[src/rtl/trap_ctrl.sv]
// Trap sequencer: arbitrates exceptions, MRET and machine interrupts, strobes the
// CSR file, flushes the pipeline and redirects fetch to the handler or to mepc.
module trap_ctrl #(
    parameter int SYNC_STAGES = 2,
    parameter bit VECTORED_EN = 1'b1
) (
    input  logic        clk,
    input  logic        nrst,
    input  logic        exc_valid,
    input  logic [31:0] exc_cause,
    input  logic [31:0] exc_pc,
    input  logic        mret_valid,
    input  logic        commit_valid,
    input  logic [31:0] commit_pc,
    input  logic        irq_ext,
    input  logic        irq_sw,
    input  logic        irq_timer,
    input  logic        csr_mie,
    input  logic [31:0] csr_mie_reg,
    input  logic [1:0]  csr_mtvec_mode,
    input  logic [29:0] csr_mtvec_base,
    input  logic [31:0] csr_mepc,
    output logic        csr_exception,
    output logic [31:0] csr_exception_cause,
    output logic [31:0] csr_exception_pc,
    output logic        csr_mret,
    output logic [2:0]  irq_pending,
    output logic        pipe_flush,
    output logic        redirect_valid,
    output logic [31:0] redirect_pc,
    input  logic        redirect_ready,
    output logic        trap_busy
);

    // Handshake: redirect_valid rises in REDIR and stays high with redirect_pc
    // stable until redirect_ready is sampled high on a rising clk edge.
    typedef enum logic [1:0] {
        IDLE  = 2'd0,
        TRAP  = 2'd1,
        RET   = 2'd2,
        REDIR = 2'd3
    } state_t;

    state_t state_q, state_d;

    logic [SYNC_STAGES-1:0] ext_sync_q;
    logic                   sw_q, timer_q;
    logic                   ext_sync;
    logic [31:0]            cause_q, epc_q, target_q;
    logic [31:0]            cause_d, epc_d, target_d;
    logic                   ext_en, sw_en, timer_en, irq_take;
    logic [31:0]            irq_code, base_addr, irq_target;
    logic                   unused_mie_bits;

    assign unused_mie_bits = ^{csr_mie_reg[31:12], csr_mie_reg[10:8],
                               csr_mie_reg[6:4], csr_mie_reg[2:0]};

    // irq_ext is asynchronous, the other two lines already belong to clk.
    always_ff @(posedge clk or negedge nrst) begin
        if (!nrst) begin
            ext_sync_q <= '0;
            sw_q       <= 1'b0;
            timer_q    <= 1'b0;
        end else begin
            ext_sync_q <= {ext_sync_q[SYNC_STAGES-2:0], irq_ext};
            sw_q       <= irq_sw;
            timer_q    <= irq_timer;
        end
    end

    assign ext_sync    = ext_sync_q[SYNC_STAGES-1];
    assign irq_pending = {ext_sync, timer_q, sw_q};

    assign ext_en   = ext_sync & csr_mie_reg[11];
    assign sw_en    = sw_q     & csr_mie_reg[3];
    assign timer_en = timer_q  & csr_mie_reg[7];
    assign irq_take = csr_mie & commit_valid & (ext_en | sw_en | timer_en);

    always_comb begin
        irq_code = 32'd7;
        if (ext_en) begin
            irq_code = 32'd11;
        end else if (sw_en) begin
            irq_code = 32'd3;
        end
    end

    assign base_addr  = {csr_mtvec_base, 2'b00};
    // Only mode 1 vectors; modes 2 and 3 fall back to direct.
    assign irq_target = (VECTORED_EN && (csr_mtvec_mode == 2'b01))
                        ? base_addr + {irq_code[29:0], 2'b00}
                        : base_addr;

    always_ff @(posedge clk or negedge nrst) begin
        if (!nrst) begin
            state_q  <= IDLE;
            cause_q  <= '0;
            epc_q    <= '0;
            target_q <= '0;
        end else begin
            state_q  <= state_d;
            cause_q  <= cause_d;
            epc_q    <= epc_d;
            target_q <= target_d;
        end
    end

    always_comb begin
        state_d  = state_q;
        cause_d  = cause_q;
        epc_d    = epc_q;
        target_d = target_q;
        case (state_q)
            IDLE: begin
                if (exc_valid) begin
                    state_d  = TRAP;
                    cause_d  = exc_cause;
                    epc_d    = exc_pc;
                    target_d = base_addr;
                end else if (mret_valid) begin
                    state_d  = RET;
                    target_d = csr_mepc;
                end else if (irq_take) begin
                    state_d  = TRAP;
                    cause_d  = 32'h8000_0000 | irq_code;
                    epc_d    = commit_pc;
                    target_d = irq_target;
                end
            end
            TRAP:    state_d = REDIR;
            RET:     state_d = REDIR;
            REDIR:   if (redirect_ready) state_d = IDLE;
            default: state_d = IDLE;
        endcase
    end

    // Cause/pc stay visible after TRAP; only the strobe qualifies them.
    assign csr_exception       = (state_q == TRAP);
    assign csr_mret            = (state_q == RET);
    assign pipe_flush          = (state_q == TRAP) || (state_q == RET);
    assign redirect_valid      = (state_q == REDIR);
    assign redirect_pc         = redirect_valid ? target_q : 32'h0;
    assign csr_exception_cause = cause_q;
    assign csr_exception_pc    = epc_q;
    assign trap_busy           = (state_q != IDLE);

endmodule
[config.mk]
export PLATFORM = sky130hd
export DESIGN_NAME = trap_ctrl
export DESIGN_NICKNAME = d
export VERILOG_FILES = /design/src/rtl/trap_ctrl.sv
export SDC_FILE = /design/constraint.sdc
export NUM_CORES = 1
export LEC_CHECK = 0
export CAP_MARGIN = 20
export CORE_MARGIN = 5
export CORE_UTILIZATION = 37
export CTS_BUF_LIST = sky130_fd_sc_hd__clkbuf_8
export DETAILED_ROUTE_END_ITERATION = 12
export PLACE_DENSITY = 0.8
export SLEW_MARGIN = 20
export SYNTH_ARGS = -nofsm -noshare
export SYNTH_HDL_FRONTEND = slang
export SYNTH_SLANG_ARGS = --single-unit
[constraint.sdc]
create_clock -name clk -period 2.6 [get_ports clk]
set_clock_uncertainty 0.2 [all_clocks]
set_input_delay 0.26 -clock clk [delete_from_list [all_inputs] [get_ports clk]]
set_output_delay 0.26 -clock clk [all_outputs]
set_load 0.1 [all_outputs]
==> flow_summary.toml <==
[status]
status = "completed"

[critical_path]
crit_buf_inv = 0
cp-end-kind = "flop"
cp.arrival_ns = 2.57
r2r_cells = 8
cp_max_fo = 4
worstPathRequired_ns = 2.67
cpMostUsedCell = "a21oi_2"
path_delay_family = "compound AO/OA/AOI/OAI gates"
worstPathCellList = "and2_1 -> a21oi_2 -> ha_2 -> o21a_2 -> o31ai_4 -> a21oi_2 -> and2_4 -> a311o_1"
critical_path_class = "reg -> reg"
startpoint_type = "flop"
critPathMaxStageDelay_ns = 0.40
cp_slowest_cell = "dfrtp_1"
cp.depth = 8

[detailed_routing]
post-route-drc-count = 0
via_per_inst = 5.40
detail-route-antenna-nets = 0
routed-via-count = 5802
firstDrtPassIters = 5
wl_per_cell_um = 18.7
first_iter_violations = 400
wl_um = 20100

[power_and_ir_drop]
ir_drop_uv = 1380
p_leak_nw = 4.04
power.total_mw = 12.8
power_density_nw_per_um2 = 1390

[clocking]
insertion_delay_ns = 0.38
root_buffer = "clkbuf_8"
clock_path_buffers = 2
htree_levels = 3
cts_tree = "yes"
clkTransAtPathRegs_ns = 0.10
cts_buffers = 9
clock_sinks = 102

[synthesis]
synthMuxAreaShare = 0.0710
ys_seq_area_frac = 0.451
yosys.area_share.simple = 0.170
synth-seq-cells = 102
synth-adder-area-share = 0.0177
synth_commonest_cells = "102 x dfrtp_1, 74 x nand2_1, 52 x o21ai_0, 39 x mux2i_1, 37 x and2_1"
synthTopCellsByArea = "dfrtp_1 45%, mux2i_1 6.9%, nand2_1 4.9%"
ys.flop_type = "dfrtp_1"
postSynthCellCount = 591
syn_avg_cell_area_um2 = 9.58
synth_top_area_cell = "dfrtp_1"
synth_cell_types = 60
syn_area_um2 = 5660
async_flop_share = 1.00
synth_top_family_by_area = "compound AO/OA/AOI/OAI gates"
synth_fp_nets = 801
synth_edf_count = 0
synth_compound_area_frac = 0.230
yosysWarningCount = 0
netlist.area_leader.share = 0.451
synth_xor_xnor_area_share = 0.0155
yosys.cell_count.top_type = "dfrtp_1"

[place]
port_buffers = 276
place.gp.congestion = 0.868
dpl_cell_area_um2 = 8980
dp_slack_ns = -0.281
place_inst = 1056
hpwl_um = 15600

[sta]
hold_ws_ns = 0.101
max_freq_ghz = 0.400
rsz0062_at_grt = "false"
max_slew_margin = 0.496
report.final.setup_viol = 0
timing.final.hold_violations = 0
tightest_slew_ns = 0.748
post-route-min-period_ns = 2.50
fin_setup_tns_ns = 0
final_max_slew_viol_count = 0
finalCritPeriodShare = 0.961
post-route-worst-setup-slack_ns = 0.101

[cells_and_area]
regArea_um2 = 2550
nets = 1090
fill_cells = 1284
post-route-util = 0.609
multi_input_area_um2 = 2890
final_layout_size_suffix_gt1_frac = 0.214
areaGrowthSynthToFinish_pct = 62.5
fin_area_um2 = 9200
fin_cells = 1074

[die]
initial_core_util = 0.375
core_um2 = 15100
rows = 45
io_pins = 306
chipWidth_um = 134
die_h_um = 134
fp.dieArea_um2 = 17900

[global_route]
grt.overflow.total = 0
grt_pass1_vias = 5930
antenna_found_initial = 2
grt_pass1_wl_um = 31400
grtUsageTotal = 0.222
grt_max_degree = 63

[min_path]
min_path_type = "in -> async"

[run]
max_cap_viol_count = 0
[cells by family (layout without fill, tap and decap cells)]
family	after synthesis	after routing
other cells	0	1
mux	40	40
xor+xnor	10	10
simple gates	189	189
compound gates	186	186
buf+inv	56	350
flops	102	102
fa+ha+maj	8	8
[state kept, by name (all words and copies together) (netlist names)]
register             count
csr_exception_cause     32
csr_exception_pc        32
target_q                32
ext_sync_q               2
state_q                  2
sw_q                     1
timer_q                  1
[area by class of cell]
cell class | instances | area share
antenna | 1 | 0.000272
clock buffer | 10 | 0.0150
clock inverter | 6 | 0.00395
inverter | 15 | 0.00612
multi-input combinational | 433 | 0.314
sequential | 102 | 0.278
tap | 188 | 0.0256
timing repair buffer | 319 | 0.357
[layer usage]
metal / vias to the layer above / track usage / routed length, um
met2: 294 / 0.385 / 9970
met4: 2 / 0.0989 / 645
met1: 2725 / 0.254 / 7540
met3: 41 / 0.0668 / 1940
li1: 2740 / - / -
met5: - / 0 / 13
[final timing paths]
| kind | from | endpoint | slack (ns) |
|---|---|---|---|
| worst max-delay path | ext_sync_q[1] | target_q[27] | 0.10 |
| worst min-delay path | nrst | target_q[7] | 0.10 |
| worst max register to register | ext_sync_q[1] | target_q[27] | 0.10 |
| worst min register to register | ext_sync_q[0] | ext_sync_q[1] | 0.16 |
| max in group asynchronous | nrst | csr_exception_cause[18] | 1.47 |
| min in group clk | irq_ext | ext_sync_q[0] | 0.11 |
[worst register-to-register path, cell delays in order, from the launching register on]
cell,delay (ns)
dfrtp_1,0.40
and2_1,0.18
a21oi_2,0.17
ha_2,0.32
o21a_2,0.16
o31ai_4,0.36
a21oi_2,0.12
and2_4,0.18
a311o_1,0.31
[where the power goes]
part | leakage [nW] | switching, mW | total (mW) | internal (mW)
combinational | 2.70 | 6.68 | 9.10 | 2.43
clock | 0.0980 | 0.577 | 0.950 | 0.374
sequential | 1.24 | 0.410 | 2.72 | 2.31
[cell usage in the layout (no fill, tap or decap), types with 3 or more instances in the layout]
cell type / n
a2111oi_2: 3
a211oi_1: 8
a21oi_1: 16
a21oi_2: 4
a221oi_1: 7
a22o_1: 29
a22oi_1: 7
a311o_1: 3
a311oi_1: 6
a31oi_1: 7
and2_1: 36
and3_1: 10
and4_1: 3
buf_12: 37
buf_4: 109
clkbuf_8: 10
clkdlybuf4s50_1: 170
clkinv_2: 3
dfrtp_1: 102
ha_1: 6
inv_1: 15
mux2i_1: 39
nand2_1: 73
nand2b_1: 5
nand3_1: 6
nand4_1: 7
nor2_1: 26
o21ai_0: 52
o21ai_1: 7
o22a_1: 3
o22ai_1: 12
o31ai_1: 5
or2_2: 3
xnor2_1: 5
xor2_1: 5
[repair_timing]
item,CTS,global route
setup buffers,0,0
pin swaps,0,1
hold endpoints to repair,102,0
gates resized for setup,1,6
hold buffers,1,0
endpoints found under the setup margin,4,16
Note: power is estimated with default switching activity, not from simulation.
